[src/rtl/controlador_sirene_alarme_pkg.sv]
// Shared state codes and helpers for the alarm siren controller.
package controlador_sirene_alarme_pkg;

  localparam int STATE_W = 3;

  typedef enum logic [STATE_W-1:0] {
    ST_DISARMED = 3'd0,
    ST_EXIT     = 3'd1,
    ST_ARMED    = 3'd2,
    ST_ENTRY    = 3'd3,
    ST_SIREN    = 3'd4,
    ST_LOCKOUT  = 3'd5
  } estado_t;

  function automatic logic is_armed(estado_t s);
    return (s == ST_ARMED) || (s == ST_ENTRY) ||
           (s == ST_SIREN) || (s == ST_LOCKOUT);
  endfunction

  function automatic logic is_warn(estado_t s);
    return (s == ST_EXIT) || (s == ST_ENTRY);
  endfunction

endpackage

[src/rtl/controlador_sirene_alarme_contador_atraso.sv]
// Loadable tick-driven down-counter for the exit/entry/siren delays.
module contador_atraso #(
  parameter int CNT_W = 8
) (
  input  logic             clk,
  input  logic             rst_n,
  input  logic             load,
  input  logic [CNT_W-1:0] value,
  input  logic             tick_en,
  output logic [CNT_W-1:0] count,
  output logic             zero
);

  always_ff @(posedge clk or negedge rst_n) begin
    if (!rst_n) begin
      count <= '0;
    end else if (load) begin
      count <= value;
    end else if (tick_en && count != '0) begin
      count <= count - 1'b1;
    end
  end

  assign zero = (count == '0);

endmodule

[src/rtl/controlador_sirene_alarme.sv]
// Siren controller: alarm synchronizer, arm/entry/siren FSM, registered outputs.
module controlador_sirene_alarme
  import controlador_sirene_alarme_pkg::*;
#(
  parameter int EXIT_TICKS  = 4,
  parameter int ENTRY_TICKS = 8,
  parameter int SIREN_TICKS = 16,
  parameter int CNT_W       = 8
) (
  input  logic       clk,
  input  logic       rst_n,
  input  logic       tick_i,
  input  logic       alarm_i,
  input  logic       arm_i,
  input  logic       disarm_i,
  output logic       siren_o,
  output logic       beep_o,
  output logic       armed_o,
  output logic       tripped_o,
  output logic [2:0] state_o
);

  logic             sync1;
  logic             sync2;
  estado_t          st;
  estado_t          nxt;
  logic             ld;
  logic [CNT_W-1:0] ld_val;
  logic [CNT_W-1:0] cnt;
  logic             cnt_zero;
  logic             expira;

  contador_atraso #(.CNT_W(CNT_W)) u_cnt (
    .clk     (clk),
    .rst_n   (rst_n),
    .load    (ld),
    .value   (ld_val),
    .tick_en (tick_i),
    .count   (cnt),
    .zero    (cnt_zero)
  );

  // Expiry is the tick that takes the counter from 1 to 0.
  assign expira = tick_i & ~cnt_zero & (cnt[CNT_W-1:1] == '0);

  always_comb begin
    nxt    = st;
    ld     = 1'b0;
    ld_val = '0;
    if (disarm_i && st != ST_DISARMED) begin
      nxt = ST_DISARMED;
      ld  = 1'b1;
    end else begin
      case (st)
        ST_DISARMED: begin
          if (arm_i && !disarm_i) begin
            nxt    = ST_EXIT;
            ld     = 1'b1;
            ld_val = CNT_W'(EXIT_TICKS);
          end
        end
        ST_EXIT: begin
          if (expira) nxt = ST_ARMED;
        end
        ST_ARMED: begin
          if (sync2) begin
            nxt    = ST_ENTRY;
            ld     = 1'b1;
            ld_val = CNT_W'(ENTRY_TICKS);
          end
        end
        ST_ENTRY: begin
          if (expira) begin
            nxt    = ST_SIREN;
            ld     = 1'b1;
            ld_val = CNT_W'(SIREN_TICKS);
          end
        end
        ST_SIREN: begin
          if (expira) nxt = sync2 ? ST_LOCKOUT : ST_ARMED;
        end
        ST_LOCKOUT: begin
          if (!sync2) nxt = ST_ARMED;
        end
        default: begin
          nxt = ST_DISARMED;
          ld  = 1'b1;
        end
      endcase
    end
  end

  always_ff @(posedge clk or negedge rst_n) begin
    if (!rst_n) begin
      sync1     <= 1'b0;
      sync2     <= 1'b0;
      st        <= ST_DISARMED;
      siren_o   <= 1'b0;
      beep_o    <= 1'b0;
      armed_o   <= 1'b0;
      tripped_o <= 1'b0;
      state_o   <= '0;
    end else begin
      sync1   <= alarm_i;
      sync2   <= sync1;
      st      <= nxt;
      siren_o <= (nxt == ST_SIREN);
      armed_o <= is_armed(nxt);
      state_o <= nxt;
      if (!is_warn(nxt)) begin
        beep_o <= 1'b0;
      end else if (nxt != st) begin
        beep_o <= 1'b1;
      end else begin
        beep_o <= beep_o ^ tick_i;
      end
      if (st == ST_DISARMED && nxt == ST_EXIT) begin
        tripped_o <= 1'b0;
      end else if (st == ST_ARMED && nxt == ST_ENTRY) begin
        tripped_o <= 1'b1;
      end
    end
  end

endmodule

[config.mk]
export PLATFORM = sky130hd
export DESIGN_NAME = controlador_sirene_alarme
export DESIGN_NICKNAME = d
export VERILOG_FILES = /design/src/rtl/controlador_sirene_alarme_pkg.sv /design/src/rtl/controlador_sirene_alarme_contador_atraso.sv /design/src/rtl/controlador_sirene_alarme.sv
export SDC_FILE = /design/constraint.sdc
export NUM_CORES = 1
export LEC_CHECK = 0
export CAP_MARGIN = 15
export CORE_MARGIN = 2
export CORE_UTILIZATION = 49
export CTS_CLUSTER_DIAMETER = 60
export CTS_CLUSTER_SIZE = 30
export DETAILED_ROUTE_END_ITERATION = 6
export GPL_TIMING_DRIVEN = 0
export PLACE_DENSITY = 0.82
export SYNTH_ARGS = -nofsm -noshare
export SYNTH_HDL_FRONTEND = slang
export SYNTH_HIERARCHICAL = 1
export SYNTH_SLANG_ARGS = --single-unit
export TNS_END_PERCENT = 1
[constraint.sdc]
create_clock -name clk -period 2.5 [get_ports clk]
set_input_delay 0.5 -clock clk [delete_from_list [all_inputs] [get_ports clk]]
set_output_delay 0.5 -clock clk [all_outputs]
set_load 0.03 [all_outputs]
==> impl_metrics.csv, run 1 <==
group,metric,value,unit
run_status,status,"completed",
final_layout,nets,155,
timing,max-slew-margin-rel,48.0,%
hold_path,hp-start,"sync1",
route,post_drt_wl_per_cell,15.9,um
route,viasPerCell,6.14,
worst_setup_path,reg2reg_from,"u_cnt/count[0]",
floorplanning,die_x,52.0,um
route,drtAntennaViolNets,0,
clock_network,clk_latency,290,ps
place,io_buffer_count,12,
floorplanning,die_h,52.0,um
timing,skew,3.95,ps
floorplanning,dieArea,2710,um2
timing,fin_ws,26.2,ps
final_layout,drive_gt1_share,13.7,%
worst_setup_path,end_kind,"flop",
worst_setup_path,startpoint,"u_cnt/count[0]",
worst_setup_path,crit_path_start_kind,"flop",
clock_network,cts.clk_slew.worst_paths,100,ps
synth,synth_area_leaders,"dfrtp_1, nor2_1, a21oi_1",
route,vias,1069,
final_layout,final_core_util,61.5,%
timing,hold_violations,0,
place,gp_congestion,0.874,
final_layout,seq_area,425,um2
final_layout,n_antenna_cell,0,
power_and_ir_drop,pwr_density_cell,1000,nW/um2
timing,rsz0062_at_grt,"yes",
timing,fin_setup_tns,0,ps
power_and_ir_drop,seq_power_share,35.9,%
synth,synth_edf_count,0,
floorplanning,ios,13,
synth,ys_ff_latch,17,
synth,synth_commonest_cells,"dfrtp_1, nor2_1, inv_1",
synth,async_flop_share,100,%
worst_setup_path,crit_type,"reg2reg",
worst_setup_path,cp.arrival,2660,ps
timing,period_needed,2470,ps
route,drc,0,
clock_network,htreeDepth,1,
synth,yosysMostFrequentCell,"dfrtp_1",
global_route,grt_use_total,23.4,%
route,first_iter_violations,26,
power_and_ir_drop,ir_drop,0.582,mV
power_and_ir_drop,clkPwrFrac,11.2,%
synth,syn_inst,126,
run,cap_violations,0,
global_route,first_global_vias,1058,
place,hpwl,1.97,mm
synth,synth_ff_type,"dfrtp_1",
timing,tightest_slew,777,ps
route,drt_first_pass_iters,4,
place,pre_cts_ws,-508,ps
timing,clock.fmax,404,MHz
timing,slew_violations,0,
timing,fin_crit_sh,99.0,%
global_route,grt_pass1_wl,4.68,mm
floorplanning,initial_core_util,51.6,%
power_and_ir_drop,pwr-share-comb,52.9,%
synth,ys_types,48,
route,routed_wl,2.76,mm
final_layout,multi_input_area,676,um2
clock_network,cts_made_buffers,3,
floorplanning,num_rows,17,
final_layout,fillCellCount,203,
final_layout,synthToLayoutAreaGrowth,19.2,%
global_route,antenna_found_initial,0,
power_and_ir_drop,power.switching,0.634,mW
clock_network,cts_tree,"yes",
synth,synth_area,1130,um2
power_and_ir_drop,power.internal,0.714,mW
worst_setup_path,cp.required,2690,ps
hold_path,hold_path_class,"reg2reg",
clock_network,cts-root-buf,"clkbuf_4",
clock_network,cts.sinks,17,
global_route,grt_max_degree,18,
power_and_ir_drop,p_leak,0.553,nW
synth,ys_seq_area_share,37.7,%
floorplanning,core_area,2190,um2
synth,synth_top_area_share,37.7,%
timing,setup_viol,0,
global_route,gr-total-overflow,0,
clock_network,clk_path_buf_depth,2,
synth,yosysTopAreaCell,"dfrtp_1",
synth,avgSynthCellArea,8.97,um2
worst_setup_path,path_max_fanout,10,
power_and_ir_drop,swShare,47.0,%
synth,yosysWarnings,6,
power by group through the flow:
stage                     clock network, mW  logic [mW]  registers, mW
after floorplan                           0       0.472          0.496
after global placement                    0       0.638          0.479
after detailed placement                  0       0.673          0.485
after CTS                             0.159       0.688          0.480
after global routing                  0.170       0.791          0.505
final                                 0.151       0.713          0.484
timing repair:
action                                 in CTS  in global routing
pin swaps                                   0                  1
hold buffers                                0                  0
setup buffers                               0                  0
gates resized for setup                     5                  4
endpoints found under the hold margin       0                  0
setup endpoints to repair                   8                  6
path summary, 6_finish.rpt:
check	depth (start not counted)	end	slack, ps
max	10	u_cnt/count[7]	30
min	0	sync2	360
max reg2reg	10	u_cnt/count[7]	30
min reg2reg	0	sync2	360
max in group asynchronous	1	tripped_o	1370
min in group asynchronous	1	u_cnt/count[1]	650
metal layers:
layer	vias up	GRT usage [%]	wire (um)
li1	515	-	-
met3	9	4.60	113
met5	-	0	0
met2	32	41.6	1420
met4	0	6.14	48
met1	513	28.7	1180
per-stage QoR:
step | power (mW) | instances | hold slack, ps | area (um2)
floorplan | 0.968 | 130 | 204 | 1140
global placement | 1.12 | 170 | 336 | 1300
detailed placement | 1.16 | 170 | 339 | 1300
CTS | 1.33 | 174 | 369 | 1340
global route | 1.47 | 174 | 381 | 1350
finish | 1.35 | 174 | 364 | 1350
layout by cell type, fill, tap and decap left out, types with 2 or more instances in the layout:
cell type / synthesis / layout
a21oi_1: 6 / 6
a221o_1: 2 / 2
a31oi_1: 3 / 3
buf_2: 3 / 4
clkbuf_1: 3 / 2
clkbuf_4: 0 / 3
clkdlybuf4s50_1: 0 / 12
clkinv_2: 0 / 2
conb_1: 1 / 5
dfrtp_1: 17 / 17
inv_1: 8 / 8
mux2i_1: 2 / 2
nand2_1: 4 / 4
nand2b_1: 2 / 2
nand3_1: 4 / 4
nand4_1: 4 / 4
nor2_1: 14 / 13
nor2b_1: 2 / 2
nor3_1: 5 / 5
nor3b_1: 4 / 4
o21ai_0: 6 / 5
o221ai_1: 2 / 2
o311a_1: 2 / 2
o31ai_1: 2 / 2
or4_1: 3 / 3
flip-flops by register name, indices dropped and copies added, names as in the netlist:
| name | cells |
|---|---|
| tripped_o | 1 |
| sync2 | 1 |
| u_cnt/count | 8 |
| st | 3 |
| siren_o | 1 |
| sync1 | 1 |
| armed_o | 1 |
| beep_o | 1 |
area by class of cell:
type,count,area share (%)
Clock buffer,3,1.67
Timing Repair Buffer,12,8.92
Inverter,9,2.60
Tap cell,28,2.60
Sequential cell,17,31.6
Clock inverter,1,0.372
Buffer,6,2.04
Multi-Input combinational cell,98,50.2
cells by family (layout without fill, tap and decap cells):
| logic type | count (synthesis) | count (layout) | share of synthesized area [%] |
|---|---|---|---|
| AND/OR/NAND/NOR | 54 | 54 | 29.5 |
| XOR/XNOR | 1 | 1 | 0.775 |
| buffers and inverters | 15 | 31 | 5.31 |
| adder cells (fa/ha/maj) | 2 | 2 | 2.21 |
| AO/OA/AOI/OAI | 34 | 34 | 22.5 |
| flip-flops | 17 | 17 | 37.7 |
| multiplexers | 2 | 2 | 1.77 |
| other | 1 | 5 | 0.332 |
worst max-delay path, cell delays in order, from the launching register on:
cell and delay, ps:
dfrtp_1 390, inv_1 90, ha_2 200, or3b_4 270
nor2_4 40, nor3b_2 300, nand4_1 220, o21ai_2 190
clkinv_2 220, o311a_1 180, a221o_1 260
(Power assumes the default switching activity.)
==> run 2, diff against run 1 <==
- CORE_UTILIZATION: 49 -> 48
- SYNTH_HIERARCHICAL: 1 -> default
==> run 2 against run 1 <==
Compared with the run above:
- synthesized area shrank 12%
- flip-flop and latch count is the same
- power shrank 7.6%
- sequential power shrank 9.7%
- sequential share of layout area grew 4.8 points
- fmax grew 5.5%
- synthesized cell count shrank 17%
- worst hold slack lost 1.7 ps
- die area shrank 9.8%
==> impl_metrics.csv, run 2 <==
group,metric,value,unit
final_layout,nets,129,
worst_setup_path,path_cells,"clkdlybuf4s50_1, or3b_2, nor3_1, nand4b_1, a21oi_1, and3_1",
place,io_buffer_count,12,
worst_setup_path,crit_path_start_kind,"input pin",
synth,synth_area,990,um2
clock_network,clk_latency,280,ps
run,cap_violations,0,
global_route,first_global_vias,750,
power_and_ir_drop,power.internal,0.712,mW
power_and_ir_drop,pwr_density_cell,1060,nW/um2
final_layout,largest_reg_flops,8,
synth,yosysWarnings,0,
power_and_ir_drop,clkPwrFrac,11.6,%
power_and_ir_drop,power.switching,0.534,mW
place,placed_cells,143,
route,vias,838,
worst_setup_path,r2r_end,"beep_o",
timing,slew_violations,0,
timing,skew,0.808,ps
global_route,grt_use_total,17.3,%
clock_network,htreeDepth,1,
final_layout,final_cell_count_no_fill,147,
final_layout,drive_gt1_share,9.17,%
worst_setup_path,reg2reg_from,"u_cnt.count[0]",
floorplanning,initial_core_util,50.4,%
synth,yosysMostFrequentCell,"dfrtp_1",
synth,synth_commonest_cells,"dfrtp_1, nor2_1, nand2b_1",
worst_setup_path,path_max_fanout,5,
timing,tightest_slew,728,ps
clock_network,cts_hold_buf,0,
synth,async_flop_share,100,%
synth,ys_seq_area_share,43.0,%
floorplanning,core_area,1960,um2
floorplanning,num_rows,16,
hold_path,min_to,"sync2",
power_and_ir_drop,seq_power_share,35.0,%
route,viasPerCell,5.70,
route,routed_wl,1.97,mm
final_layout,top_regs,"u_cnt.count: 8 flops, st: 3 flops",
worst_setup_path,slowest_stage,"clkdlybuf4s50_1",
clock_network,cts_tree,"yes",
worst_setup_path,crit_type,"in2reg",
worst_setup_path,ff2ff_path_depth,7,
route,drt_first_pass_iters,4,
timing,setup_viol,0,
floorplanning,die_x,49.4,um
timing,hold_slack,362,ps
global_route,gr-total-overflow,0,
worst_setup_path,end_kind,"flop",
clock_network,cts.sinks,17,
synth,ys_ff_latch,17,
power_and_ir_drop,finalPower,1.25,mW
timing,hold_violations,0,
clock_network,postCtsSetupBuffers,0,
floorplanning,dieArea,2440,um2
run_status,status,"completed",
clock_network,cts_resized,0,
route,drtAntennaViolNets,0,
final_layout,final_common_cell,"dfrtp_1",
synth,synth_area_leaders,"dfrtp_1, nor2_1, nand2b_1",
power_and_ir_drop,pwr-share-comb,53.4,%
floorplanning,ios,13,
worst_setup_path,slowest_delay,560,ps
power_and_ir_drop,swShare,42.9,%
floorplanning,die_h,49.4,um
timing,max-slew-margin-rel,51.3,%
worst_setup_path,rrSetupSlack,240,ps
clock_network,cts-root-buf,"clkbuf_4",
power_and_ir_drop,p_leak,0.489,nW
hold_path,hold_path_class,"reg2reg",
final_layout,n_antenna_cell,0,
place,hpwl,1.47,mm
route,first_iter_violations,17,
global_route,grt_pass1_wl,3.28,mm
timing,clock.fmax,427,MHz
place,gp_congestion,0.810,
global_route,antenna_found_initial,0,
clock_network,clk_path_buf_depth,2,
final_layout,synthToLayoutAreaGrowth,18.2,%
route,post_drt_wl_per_cell,13.4,um
synth,ys_types,38,
route,drc,0,
clock_network,cts.clk_slew.worst_paths,90,ps
final_layout,final_core_util,59.6,%
synth,avgSynthCellArea,9.52,um2
global_route,grt_max_degree,18,
synth,synth_ff_type,"dfrtp_1",
synth,syn_inst,104,
final_layout,final_cell_mix,"dfrtp_1, nor2_1, clkdlybuf4s50_1",
worst_setup_path,cp.required,2730,ps
timing,fin_crit_sh,93.8,%
timing,period_needed,2340,ps
hold_path,worstHoldPathCells,0,
final_layout,largest_register,"u_cnt.count",
synth,syn-num-nets,112,
synth,synth_edf_count,0,
synth,yosysTopAreaCell,"dfrtp_1",
power_and_ir_drop,ir_drop,0.509,mV
hold_path,hp-start,"sync1",
timing,rsz0062_at_grt,"no",
worst_setup_path,cp.arrival,2570,ps
synth,synth_top_area_share,43.0,%
clock_network,cts_made_buffers,3,
-- run 2: worst max path at each step --
stage | from | endpoint | slack (ps)
4_1_cts | tick_i | beep_o | 230
6_report | tick_i | beep_o | 160
5_1_grt | tick_i | beep_o | 70
2_1_floorplan | u_cnt.count[0] | st[1] | 490
3_3_place_gp | tick_i | beep_o | -70
3_5_place_dp | tick_i | beep_o | -80
-- run 2: metrics by stage --
stage / TNS [ps] / cell area (um2) / setup slack, ps
after floorplan: 0 / 990 / 487
after global placement: -154 / 1140 / -69.9
after detailed placement: -143 / 1140 / -80.7
after CTS: 0 / 1170 / 227
after global routing: 0 / 1170 / 74.6
final: 0 / 1170 / 156
-- run 2: power by group through the flow --
stage                     Sequential [mW]  Combinational (mW)  Clock (mW)
final                               0.437               0.665       0.144
after global routing                0.448               0.737       0.164
after CTS                           0.434               0.665       0.148
after detailed placement            0.440               0.661           0
after global placement              0.436               0.645           0
after floorplan                     0.479               0.449           0
-- run 2: cell type report --
class	instances	area, um2
Fill cell	184	792
Multi-Input combinational cell	80	537
Clock buffer	4	26.3
Buffer	4	16.3
Sequential cell	17	425
Timing Repair Buffer	12	120
Inverter	3	11.3
Tap cell	27	33.8
-- run 2: routing by layer --
layer	track usage (%)	vias up	part of all wire [%]
met5	0	-	0
met4	5.56	0	0.51
met3	3.07	2	3.9
met2	27.7	26	47
met1	23.7	400	48
li1	-	410	-
-- run 2: critical path: cells and delay by family --
| family | cells | cell delay (ps) |
|---|---|---|
| buffers and inverters | 1 | 560 |
| and+or+nand+nor | 4 | 1250 |
| AOI/OAI and AO/OA | 1 | 260 |
-- run 2: kinds of logic (layout without fill, tap and decap cells) --
family | Yosys count | after routing | share of synthesized area (%)
AND/OR/NAND/NOR | 49 | 49 | 28.2
flip-flops | 17 | 17 | 43.0
AO/OA/AOI/OAI | 22 | 22 | 17.2
buffers and inverters | 7 | 23 | 2.78
XOR/XNOR | 6 | 6 | 5.31
adder cells (fa/ha/maj) | 2 | 2 | 2.53
multiplexers | 1 | 1 | 1.01
